**src/rtl/mul_div_exec_unit.sv**
```systemverilog
// Multiply/divide functional unit: one op in flight, fixed-latency multiply,
// restoring divide, result held on the CDB port until granted.
module mul_div_exec_unit #(
  parameter int W       = 8,
  parameter int ROB_W   = 3,
  parameter int RS_W    = 3,
  parameter int RD_W    = 4,
  parameter int MUL_LAT = 3
) (
  input  logic             clk1,
  input  logic             rst_n,
  input  logic             flush,
  input  logic             issue_valid,
  output logic             issue_ready,
  input  logic [3:0]       issue_func,
  input  logic [W-1:0]     issue_a,
  input  logic [W-1:0]     issue_b,
  input  logic [ROB_W-1:0] issue_rob,
  input  logic [RS_W-1:0]  issue_rs,
  input  logic [RD_W-1:0]  issue_rd,
  output logic             cdb_valid,
  input  logic             cdb_ready,
  output logic [2*W-1:0]   cdb_data,
  output logic             cdb_err,
  output logic [ROB_W-1:0] cdb_rob,
  output logic [RS_W-1:0]  cdb_rs,
  output logic [RD_W-1:0]  cdb_rd,
  output logic             busy
);
  localparam logic [3:0] FN_MUL = 4'b0010;
  localparam logic [3:0] FN_DIV = 4'b0011;
  localparam int MAXC  = (W > MUL_LAT) ? W : MUL_LAT;
  localparam int CNT_W = $clog2(MAXC + 1);
  localparam logic [CNT_W-1:0] CNT_MUL = CNT_W'(MUL_LAT - 1);
  localparam logic [CNT_W-1:0] CNT_DIV = CNT_W'(W);

  typedef enum logic [1:0] {S_IDLE, S_MUL, S_DIV, S_DONE} state_t;
  state_t state, state_n;

  logic [W-1:0]     op_a, op_b, div_a, rem, quo;
  logic [3:0]       op_func;
  logic [CNT_W-1:0] cnt;
  logic [2*W-1:0]   prod;
  logic [W:0]       rem_sh;
  logic             rem_ge;
  logic             accept;

  assign issue_ready = (state == S_IDLE) & ~flush;
  assign accept      = issue_valid & issue_ready;
  assign busy        = (state != S_IDLE);
  assign prod        = (2*W)'(op_a) * (2*W)'(op_b);
  // Restoring step: shift next dividend bit (MSB first) into the partial remainder.
  assign rem_sh      = {rem, div_a[W-1]};
  assign rem_ge      = (rem_sh >= {1'b0, op_b});

  always_ff @(posedge clk1 or negedge rst_n) begin
    if (!rst_n) state <= S_IDLE;
    else        state <= state_n;
  end

  always_comb begin
    state_n = state;
    case (state)
      S_IDLE: if (accept) begin
        if (issue_func == FN_MUL)                          state_n = S_MUL;
        else if (issue_func == FN_DIV && issue_b != '0)    state_n = S_DIV;
        else                                               state_n = S_DONE;
      end
      S_MUL:  if (cnt == '0) state_n = S_DONE;
      S_DIV:  if (cnt == '0) state_n = S_DONE;
      S_DONE: if (cdb_valid && cdb_ready) state_n = S_IDLE;
      default: state_n = S_IDLE;
    endcase
    if (flush) state_n = S_IDLE;
  end

  always_ff @(posedge clk1 or negedge rst_n) begin
    if (!rst_n) begin
      op_a <= '0; op_b <= '0; op_func <= '0; div_a <= '0; rem <= '0; quo <= '0;
      cnt <= '0; cdb_valid <= 1'b0; cdb_err <= 1'b0; cdb_data <= '0;
      cdb_rob <= '0; cdb_rs <= '0; cdb_rd <= '0;
    end else if (flush) begin
      cdb_valid <= 1'b0;
      cdb_err   <= 1'b0;
    end else begin
      case (state)
        S_IDLE: if (accept) begin
          op_a <= issue_a; op_b <= issue_b; op_func <= issue_func; div_a <= issue_a;
          rem <= '0; quo <= '0;
          cdb_rob <= issue_rob; cdb_rs <= issue_rs; cdb_rd <= issue_rd;
          cnt <= (issue_func == FN_MUL) ? CNT_MUL : CNT_DIV;
        end
        S_MUL: begin
          if (cnt == '0) begin
            cdb_valid <= 1'b1; cdb_err <= 1'b0; cdb_data <= prod;
          end else cnt <= cnt - 1'b1;
        end
        S_DIV: begin
          if (cnt == '0) begin
            cdb_valid <= 1'b1; cdb_err <= 1'b0; cdb_data <= {rem, quo};
          end else begin
            rem   <= rem_ge ? W'(rem_sh - {1'b0, op_b}) : rem_sh[W-1:0];
            quo   <= {quo[W-2:0], rem_ge};
            div_a <= div_a << 1;
            cnt   <= cnt - 1'b1;
          end
        end
        S_DONE: begin
          // Entered with cdb_valid low only on the error paths; publish one edge later.
          if (!cdb_valid) begin
            cdb_valid <= 1'b1;
            cdb_err   <= 1'b1;
            cdb_data  <= (op_func == FN_DIV) ? {op_a, {W{1'b1}}} : '0;
          end else if (cdb_ready) begin
            cdb_valid <= 1'b0;
            cdb_err   <= 1'b0;
          end
        end
        default: ;
      endcase
    end
  end
endmodule
```
**config.mk**
```make
export PLATFORM = sky130hd
export DESIGN_NAME = mul_div_exec_unit
export DESIGN_NICKNAME = d
export VERILOG_FILES = /design/src/rtl/mul_div_exec_unit.sv
export SDC_FILE = /design/constraint.sdc
export NUM_CORES = 1
export LEC_CHECK = 0
export CAP_MARGIN = 20
export CORE_ASPECT_RATIO = 0.6
export CORE_MARGIN = 4
export CORE_UTILIZATION = 58
export DETAILED_ROUTE_END_ITERATION = 10
export MAX_ROUTING_LAYER = met4
export PLACE_DENSITY = 0.9
export SLEW_MARGIN = 20
export SYNTH_ARGS = -nofsm -noshare
export SYNTH_HDL_FRONTEND = slang
export SYNTH_SLANG_ARGS = --single-unit
```
**constraint.sdc**
```tcl
create_clock -name clk1 -period 5.6 [get_ports clk1]
set_input_delay 1.12 -clock clk1 [delete_from_list [all_inputs] [get_ports clk1]]
set_output_delay 1.12 -clock clk1 [all_outputs]
set_load 0.02 [all_outputs]
```
; ---- Yosys cells after proc, flatten, opt, wreduce, memory -nomap -nowiden
; Cells that the tools add are included.
[totals]
input_bits = 35
latchBits = 0
word_cells = 90
ff_bits = 78
mem_bits_ro = 0
ramBits = 0
mem_count = 0
[op_classes]
eq_ne = 16
n_reduce_logical = 18
div_mod_pow = 0
bitwise = 3
n_mux = 35
n_addsub = 2
magnitude_cmp = 1
shift = 0
multipliers = 1
[ops]
columns = operator, count
row1 = 2-to-1 mux 16 bit, 4
row2 = 2-to-1 mux 8 bit, 6
row3 = one-hot mux 16 bit (3 select lines), 1
row4 = one-hot mux 8 bit (2 select lines), 3
row5 = multiplier 8 x 8 -> 16 bit, 1
row6 = "== test 4 x 2 -> 1 bit, second input constant", 3
row7 = 2-to-1 mux 4 bit, 3
row8 = "inequality test 2 bit, second input constant", 6
row9 = 2-to-1 mux 2 bit, 5
row10 = >= comparator 9 x 8 -> 1 bit, 1
row11 = 2-to-1 mux 1 bit, 9
row12 = AND reduction 3 bit, 3
row13 = one-hot mux 4 bit (2 select lines), 1
row14 = AND reduction 4 bit, 2
row15 = nonzero test 8 bit, 1
row16 = subtractor 8 bit, 1
row17 = "inequality test 3 bit, second input constant", 2
row18 = one-hot mux 2 bit (3 select lines), 1
row19 = nonzero test 2 bit, 3
row20 = nonzero test 3 bit, 2
row21 = AND reduction 5 bit, 1
row22 = "== test 2 bit, second input constant", 2
row23 = logical NOT 4 bit, 1
row24 = "inequality test 4 bit, second input constant", 1
row25 = other kinds (10), 13

; ---- Longest topological paths before layout
; Gate-level depths: netlist (run 1).
[logic_depth]
ltp_word = 7
depth_mapped = 17

; ---- Worst setup path after synthesis (run 1)
; OpenSTA, ideal clock, no wires.
[synth_timing]
kind = register to register
startpoint = reg op_b[7]
endpoint = reg cdb_data[11]
path_buffers = 1
stages_incl_launch_ff = 16
setup_time_ns = 0.130
arrival_time_ns = 4.235
slack_ns = 1.234
path_cell_list = dfrtp_1 -> clkbuf_1 -> and2_1 -> fa_1 -> fa_1 -> fa_1 -> inv_1 -> fa_1 -> inv_1 -> ha_1 -> o21a_1 -> o21a_1 -> o22a_2 -> xor2_1 -> a222oi_1 -> a21oi_1
[synth_via]
elab_chain_len = 3
[synth_lines]
columns = item, line_no
row1 = start: declaration, 40  ; logic [W-1:0] op_a, op_b, div_a, rem, quo;
row2 = start signal: assignment, 88  ; op_a <= issue_a; op_b <= issue_b; op_func <= issue_func; div_a <= issue_a;
row3 = multiplier 8 x 8 -> 16 bit, 51  ; assign prod = (2*W)'(op_a) * (2*W)'(op_b);
row4 = 2-to-1 mux 16 bit, 94  ; if (cnt == '0) begin
row5 = one-hot mux 16 bit (3 select lines), 86  ; case (state)
row6 = end signal: assignment, 113  ; cdb_data <= (op_func == FN_DIV) ? {op_a, {W{1'b1}}} : '0;
row7 = end: declaration, 23  ; output logic [2*W-1:0] cdb_data,
; Every way passes these cells. The select of a mux whose other input is x is not followed.
; A chain may end at the register's enable or synchronous reset.

; ---- Worst setup path in the final report (run 1)
[layout_timing]
startpoint = reg op_a[4]
endpoint = reg cdb_data[11]
[layout_via]
elab_chain_len = 3
[layout_lines]
columns = item, line_no
row1 = start: declaration, 40
row2 = start signal: assignment, 88
row3 = multiplier 8 x 8 -> 16 bit, 51
row4 = 2-to-1 mux 16 bit, 94
row5 = one-hot mux 16 bit (3 select lines), 86
; Every way passes these cells. The select of a mux whose other input is x is not followed.

==> results of run 1 <==
[placed cells by master (no fill, tap or decap), types with 17 or more instances in the layout]
cell | netlist | routed
a21oi_1 | 31 | 31
and2_1 | 51 | 51
clkdlybuf4s50_1 | 0 | 63
dfrtp_1 | 78 | 78
fa_1 | 37 | 37
ha_1 | 50 | 50
inv_1 | 64 | 64
mux2_2 | 29 | 29
nand2_1 | 57 | 57
nor2_1 | 30 | 28
o21ai_1 | 17 | 17
[metal layers]
layer	global-route usage	vias to the layer above
met5	-	-
li1	-	2215
met1	0.380	2421
met3	0.0680	30
met2	0.412	222
met4	0.0616	0
[critical path: stages, from the launching register on]
cell,delay (ns)
dfrtp_1,0.51
and2_1,0.24
fa_1,0.58
fa_1,0.45
fa_1,0.54
inv_1,0.06
fa_1,0.54
inv_1,0.05
ha_1,0.37
o21a_1,0.20
o21a_1,0.16
o22a_2,0.26
xor2_1,0.16
a222oi_1,0.36
a21oi_1,0.12
[cells by family after synthesis]
kind of cell | count (synthesis)
XOR/XNOR | 12
flip-flops | 78
AO/OA/AOI/OAI | 122
AND/OR/NAND/NOR | 182
adder cells (fa/ha/maj) | 87
multiplexers | 45
buffers and inverters | 93
[per-stage QoR]
stage	setup WS [ns]	hold slack [ns]	std cells
finish	0.845	0.492	808
global route	0.681	0.517	808
CTS	0.844	0.497	808
detailed placement	0.867	0.480	792
floorplan	1.23	0.439	619
global placement	0.914	0.457	792
[layout make-up]
class                   instances  area (sq um)  area share
multi-input cells             448          3700       0.527
flip-flops and latches         78          1950       0.278
repair buffers                 66           657      0.0936
inverters                      65           244      0.0348
clock buffers                  10           229      0.0326
well taps                     135           169      0.0241
clock inverters                 6          68.8     0.00980
[worst max-delay path by stage]
| stage | from | end | slack [ns] | depth (start not counted) |
|---|---|---|---|---|
| 2_1_floorplan | op_b[7] | cdb_data[11] | 1.23 | 15 |
| 3_3_place_gp | op_b[7] | cdb_data[11] | 0.91 | 14 |
| 3_5_place_dp | op_a[4] | cdb_data[11] | 0.87 | 14 |
| 4_1_cts | op_a[4] | cdb_data[11] | 0.84 | 14 |
| 5_1_grt | op_b[7] | cdb_data[13] | 0.68 | 15 |
| 6_report | op_a[4] | cdb_data[11] | 0.84 | 14 |
[registers in the layout (all words and copies together), names as in the netlist, 3 cells and up]
signal    count
op_b          8
cdb_rd        4
div_a         8
quo           8
op_func       4
cnt           4
cdb_rs        3
cdb_rob       3
op_a          8
rem           8
cdb_data     16
==> run metrics, run 1 <==
outcome finished clean; Avg WL per Cell 18.7 um; XOR/XNOR Fraction of Synth Area 0.0174; CP arrival around 5.0 ns; Initial Util 0.604; Achievable Freq roughly 0.21 GHz; yosys synthesis warning count 0; Die Area 12100 sq um; hold depth 2; vias in the first global route between 5000 and 6000; most common cell in the synthesized netlist dfrtp_1; Hold Vio Cnt, Final 0; core area roughly 10000 sq um; die height 87.0 um; Mapped Area between 6000 and 7000 sq um; Port Buffers 64; fill cell count 717; syn nets around 740; first-pass GRT wire length 25500 um; Skew-Pair Late Insertion Delay around 0.35 ns; layout cells sized above 1 0.0921; postcts setup bufs 0; CTS Hold Bufs 0; io pins 65; Die W roughly 140 um; asr flop ratio synth 1.00; row count 28; n_diodes 0; Initial DRC Count 433; clk root buf clkbuf_16; Slew Viols, Final 0; Worst EP required a little under 6 ns; GRT Resource Usage Total 0.273; Slew HR 0.430; CTS Buffer Depth 2; initial antenna violation count 0; flops & latches, synth between 70 and 80; multiplexer share of the synthesized area 0.0807; area grow syn2layout 16.4%; nets slightly below 800; hold_sp quo[4]; top cells by count, synth 78 x dfrtp_1, 64 x inv_1, 57 x nand2_1, 51 x and2_1, 50 x ha_1; metal3 WL 1130 um; largest family of logic cells by synthesized area adder cells; max_cap viols 0; Sink Count a little under 80; DRT Wirelength ~15000 um; placed cell area between 6000 and 7000 sq um; Top FF cell, synth dfrtp_1; Yosys cell types 63; largest net degree at the start of global routing 79; crit path time final between 4 and 5 ns; Top Metal Used met4; Slew @ Worst Pin 0.851 ns; TritonCTS Buffers 9; Cells after Synth about 620; hold worst-path end quo[4]; simple-gate area share of the yosys netlist 0.153; cell taking the most area after synthesis dfrtp_1; critical path startpoint category register; Critical Path End Type register; Synth Area in Adders 0.227; worst-path fanout max 10; R2R Path End cdb_data[11]; DR pass1 iterations 5; EDFF count, synth 0; CTS tree yes; wire length on met1 7030 um; DR DRC count 0; worst reg2reg path depth 14; Vias between 4000 and 5000; Compound-Gate Fraction of Synth Area 0.135; Worst R2R Setup Slack around 0.84 ns; ANT nets after route 0; htree depth 3; sequential cell area fraction in the yosys report 0.324; Via density between 6 and 7; CTS clk-pin slew, worst paths roughly 0.06 ns; setup violators final 0; Synth area leaders dfrtp_1 32%, fa_1 12%, ha_1 10%; setup TNS 0 ns; metal2 WL just under 7000 um; FF-to-FF Start op_a[4]; Final period util 0.849; worst hold path class reg2reg; grt ovf 0; routability congestion estimate around 1.0; RSZ-0062 raised after global routing no; critical path class reg2reg; synthesized area per cell 9.74 sq um; dpl hpwl about 11000 um; Max Clock Skew around 0.0053 ns; Final Core Density 0.703; top cell type's share of synthesized area 0.324; final instance area 7020 sq um; post-CTS resize count 0
Power of run 1 is left out: the tool's default activity adds up to more than one toggle a clock period on the data nets, which glitch-free logic cannot reach.
==> inputs of run 2 (changes only) <==
==> constraint.sdc (replaced) <==
create_clock -name clk1 -period 4.41 [get_ports clk1]
set_input_delay 0.882 -clock clk1 [delete_from_list [all_inputs] [get_ports clk1]]
set_output_delay 0.882 -clock clk1 [all_outputs]
set_load 0.02 [all_outputs]
==> run metrics, run 2 (synthesis gave the netlist of run 1 again) <==
outcome finished clean; Hold Vio Cnt, Final 0 (unchanged); DR DRC count 0 (unchanged); CTS Hold Bufs 0 (unchanged); Avg WL per Cell 18.5 um (-1.1%); n_diodes 0 (unchanged); Max Clock Skew 0.0118 ns (+0.00642 ns); CP Cell Sequence and2_1 > fa_2 > fa_1 > inv_1 > fa_1 > fa_1 > inv_1 > ha_4 > a21o_1 > a21oi_1 > nand2_1 > xor2_1 > a222oi_1 > a21oi_1; worst reg2reg path depth 14 (unchanged); commonest non-fill, non-tap cells in the layout 67 x dfrtp_1, 63 x clkdlybuf4s50_1, 62 x inv_1, 54 x nand2_1, 46 x and2_1; Slew @ Worst Pin 1.12 ns (+0.273 ns); Via density 5.96 (-1.5%); crit path time final 4.39 ns (-0.363 ns); max_cap viols 0 (unchanged); CTS tree yes; max FFs per register 16 (unchanged); Die Area 12100 sq um (unchanged); first-pass GRT wire length 25600 um (about the same); post-route insts no fill 850 (+5.2%); Slew Viols, Final 0 (unchanged); core area 9980 sq um (unchanged); dpl hpwl 12100 um (+6.5%); Vias 5065 (+3.6%); CP arrival 4.61 ns (-0.34 ns); clk root buf clkbuf_16; worst-path fanout max 5 (-5); Top reg by flops cdb_data; setup slack at placement -0.144 ns (-1.01 ns); nets 832 (+5.3%); worst hold path class reg2reg; Final period util 0.996 (+0.147); fill cell count 653 (-8.9%); layout cells sized above 1 0.187 (+0.0953); CTS clk-pin slew, worst paths 0.07 ns (about the same); WHS 0.491 ns (-0.00112 ns); TritonCTS Buffers 9 (unchanged); Skew-Pair Late Insertion Delay 0.35 ns (about the same); critical path class reg2reg; area grow syn2layout 23.6%; Sink Count 78 (unchanged); Worst EP required 4.63 ns (-1.17 ns); Initial DRC Count 406 (-6.2%); GRT Resource Usage Total 0.275 (+0.00127); Max stage delay cell, worst path fa_1; largest net degree at the start of global routing 79 (unchanged); io pins 65 (unchanged); Achievable Freq 0.228 GHz (+8.3%); row count 28 (unchanged); hold depth 2 (unchanged); grt ovf 0 (unchanged); DR pass1 iterations 5 (unchanged); initial antenna violation count 0 (unchanged); DRT Wirelength 15700 um (+4.1%); critical path startpoint category register; placed cell count 823 (+3.9%); CTS Buffer Depth 2 (unchanged); most used cell, CP fa_1; routability congestion estimate 0.938 (-7.6%); Critical Path End Type register; crit-path max cell delay 0.55 ns (-0.03 ns); die height 87.0 um (unchanged); RSZ-0062 raised after global routing yes; Port Buffers 64 (unchanged); Die W 140 um (unchanged); ANT nets after route 0 (unchanged); vias in the first global route 5110 (+1.4%); final worst slack 0.0176 ns (-0.827 ns); Slew HR 0.248 (-0.183); Initial Util 0.604 (unchanged); commonest non-fill, non-tap cell in the layout dfrtp_1; setup violators final 0 (unchanged); htree depth 3 (unchanged)
[run 2: what timing repair did]
action,CTS,global route
resized for setup,23,15
setup endpoints to repair,6,8
pin swaps,12,23
buffers inserted,8,3
[run 2: per-layer routing]
layer / part of all wire / up-vias / track usage
li1: - / 2302 / -
met1: 0.44 / 2477 / 0.367
met2: 0.45 / 244 / 0.428
met3: 0.092 / 42 / 0.0631
met4: 0.021 / 0 / 0.0774
met5: 0 / - / -
[run 2: worst paths after layout]
path / from / to / slack, ns
hold reg to reg: div_a[4] / div_a[4] / 0.49
setup reg to reg: op_a[1] / cdb_data[8] / 0.02
min in group asynchronous: rst_n / cdb_data[9] / 0.55
hold / removal: div_a[4] / div_a[4] / 0.49
max in group asynchronous: rst_n / op_b[5] / 3.29
setup / recovery: op_a[1] / cdb_data[8] / 0.02
[run 2: worst max-delay path, delay by kind of cell (launching register included)]
family / cells / cell delay [ns]
adder cells (fa/ha/maj): 5 / 2.22
AO/OA/AOI/OAI: 4 / 0.96
flip-flops: 1 / 0.44
AND/OR/NAND/NOR: 2 / 0.34
XOR/XNOR: 1 / 0.18
buffers and inverters: 2 / 0.13
[run 2: cell type report]
| cell class | count | area (sq um) | area share |
|---|---|---|---|
| Multi-Input combinational cell | 448 | 3800 | 0.509 |
| Sequential cell | 78 | 1970 | 0.264 |
| Timing Repair Buffer | 108 | 983 | 0.132 |
| Inverter | 65 | 244 | 0.0327 |
| Clock buffer | 9 | 225 | 0.0302 |
| Tap cell | 135 | 169 | 0.0226 |
| Clock inverter | 7 | 73.8 | 0.00990 |
[run 2: metrics by stage]
stage	util	TNS, ns	area [sq um]
floorplan	-	0	6030
global placement	0.695	0	6940
detailed placement	0.695	-0.479	6940
CTS	0.738	0	7370
global route	0.747	-0.459	7460
finish	0.747	0	7460
Power of run 2 is left out for the same reason.
==> inputs of run 3 (changes only) <==
--- a/config.mk
+++ b/config.mk
@@ -8,10 +8,11 @@
 export CAP_MARGIN = 20
 export CORE_ASPECT_RATIO = 0.6
 export CORE_MARGIN = 4
-export CORE_UTILIZATION = 58
+export CORE_UTILIZATION = 44
 export DETAILED_ROUTE_END_ITERATION = 10
 export MAX_ROUTING_LAYER = met4
-export PLACE_DENSITY = 0.9
+export PLACE_DENSITY = 0.73
+export SKIP_CTS_REPAIR_TIMING = 1
 export SLEW_MARGIN = 20
 export SYNTH_ARGS = -nofsm -noshare
 export SYNTH_HDL_FRONTEND = slang
==> run metrics, run 3 (synthesis gave the netlist of run 1 again) <==
critical path startpoint category register; n_diodes 0 (unchanged); clk root buf clkbuf_16; max_cap viols 0 (unchanged); routability congestion estimate 0.902 (-3.7%); Skew-Pair Late Insertion Delay 0.34 ns (about the same); htree depth 3 (unchanged); metal2 WL 7070 um (+0.30%); hold_sp div_a[4]; Die W 159 um (+14%); Top Metal Used met4; core area 13100 sq um (+32%); worst reg2reg path depth 13 (-1); max FFs per register 16 (unchanged); worst-path fanout max 6 (+1); Max stage delay cell, worst path fa_1; Sink Count 78 (unchanged); Top reg by flops cdb_data; area grow syn2layout 25.7%; Critical Path End Type register; outcome finished clean; Slew Viols, Final 0 (unchanged); GRT Resource Usage Total 0.208 (-0.0670); worst hold path class reg2reg; first-pass GRT wire length 25700 um (+0.54%); CP Cell Sequence buf_4 > buf_4 > and2_1 > fa_1 > fa_1 > fa_1 > ha_4 > ha_1 > a2111o_1 > o22a_4 > xor2_1 > a222oi_1 > a21oi_1; hold worst-path end div_a[4]; row count 32 (+14%); Hold Vio Cnt, Final 0 (unchanged); Via density 5.48 (-8.1%); Die Area 15700 sq um (+29%); commonest non-fill, non-tap cells in the layout 69 x dfrtp_1, 63 x clkdlybuf4s50_1, 58 x inv_1, 56 x nand2_1, 47 x buf_4; initial antenna violation count 0 (unchanged); Slew HR 0.500 (+0.252); Initial DRC Count 390 (-3.9%); largest net degree at the start of global routing 79 (unchanged); Vias 4874 (-3.8%); Worst R2R Setup Slack 0.11 ns (+0.09 ns); most used cell, CP fa_1; Achievable Freq 0.233 GHz (+2.2%); TritonCTS Buffers 9 (unchanged); io pins 65 (unchanged); ANT nets after route 0 (unchanged); CTS tree yes; Slew @ Worst Pin 0.751 ns (-0.373 ns); Final Core Density 0.577 (-0.170); Avg WL per Cell 18.1 um (-2.3%); vias in the first global route 4909 (-3.9%); setup violators final 0 (unchanged); wire length on met1 7990 um (+16%); hold depth 2 (unchanged); Worst EP required 4.63 ns (about the same); dpl hpwl 12300 um (+1.2%); DR pass1 iterations 5 (unchanged); R2R Path End cdb_data[11]; FF-to-FF Start op_a[5]; CTS Buffer Depth 2 (unchanged); Max Clock Skew 0.00784 ns (-0.00392 ns); metal3 WL 986 um (-32%); Port Buffers 64 (unchanged); DR DRC count 0 (unchanged); die height 98.7 um (+13%); CP arrival 4.52 ns (-0.09 ns); critical path class reg2reg; DRT Wirelength 16100 um (+2.3%); nets 837 (+0.60%); crit-path max cell delay 0.55 ns (about the same); crit path time final 4.30 ns (-0.0928 ns); grt ovf 0 (unchanged); Final period util 0.975 (-0.0210); Initial Util 0.459 (-0.145); CTS clk-pin slew, worst paths 0.07 ns (about the same); layout cells sized above 1 0.200 (+0.0126); commonest non-fill, non-tap cell in the layout dfrtp_1
run 3: cell count changes in the layout (fill, tap and decap cells not counted), moves of 3 or more:
| cell | delta |
|---|---|
| buf_4 | +6 |
| inv_1 | -4 |
| inv_2 | +4 |
| clkinvlp_4 | +3 |
| ha_4 | +3 |
run 3: worst max-delay path, delay by kind of cell (launching register included):
family | cells | cell delay (ns)
AOI/OAI and AO/OA | 4 | 1.12
xor gates and xnor gates | 1 | 0.15
adders and majority gates | 5 | 2.01
buffers and inverters | 2 | 0.28
DFF | 1 | 0.45
and+or+nand+nor | 1 | 0.16
run 3: worst max path at each step:
stage / from / endpoint / slack [ns]
6_report: op_a[5] / cdb_data[11] / 0.11
3_5_place_dp: op_b[7] / cdb_data[11] / -0.09
3_3_place_gp: op_b[6] / cdb_data[14] / -0.07
2_1_floorplan: op_b[7] / cdb_data[11] / 0.04
4_1_cts: op_b[7] / cdb_data[13] / -0.10
5_1_grt: op_a[5] / cdb_data[15] / -0.03
run 3: area by class of cell:
| class | instances | area [sq um] |
|---|---|---|
| Inverter | 65 | 244 |
| Tap cell | 170 | 213 |
| Sequential cell | 78 | 1960 |
| Clock inverter | 7 | 81.3 |
| Clock buffer | 9 | 225 |
| Fill cell | 1114 | 5550 |
| Multi-Input combinational cell | 448 | 3840 |
| Timing Repair Buffer | 113 | 1020 |
run 3: metal layers:
metal / vias to the layer above / GRT usage
li1: 2304 / -
met1: 2391 / 0.311
met3: 11 / 0.0334
met5: - / -
met4: 0 / 0.0253
met2: 168 / 0.307
run 3: through the flow:
step / hold slack, ns / area, sq um / cells / setup TNS, ns / worst slack (ns)
floorplan: 0.439 / 6030 / 619 / 0 / 0.0443
global placement: 0.458 / 7030 / 864 / -0.0862 / -0.0747
detailed placement: 0.473 / 7030 / 864 / -0.297 / -0.0904
CTS: 0.492 / 7340 / 880 / -0.353 / -0.101
global route: 0.528 / 7580 / 890 / -0.0368 / -0.0263
finish: 0.489 / 7580 / 890 / 0 / 0.110
Power of run 3 is left out for the same reason.
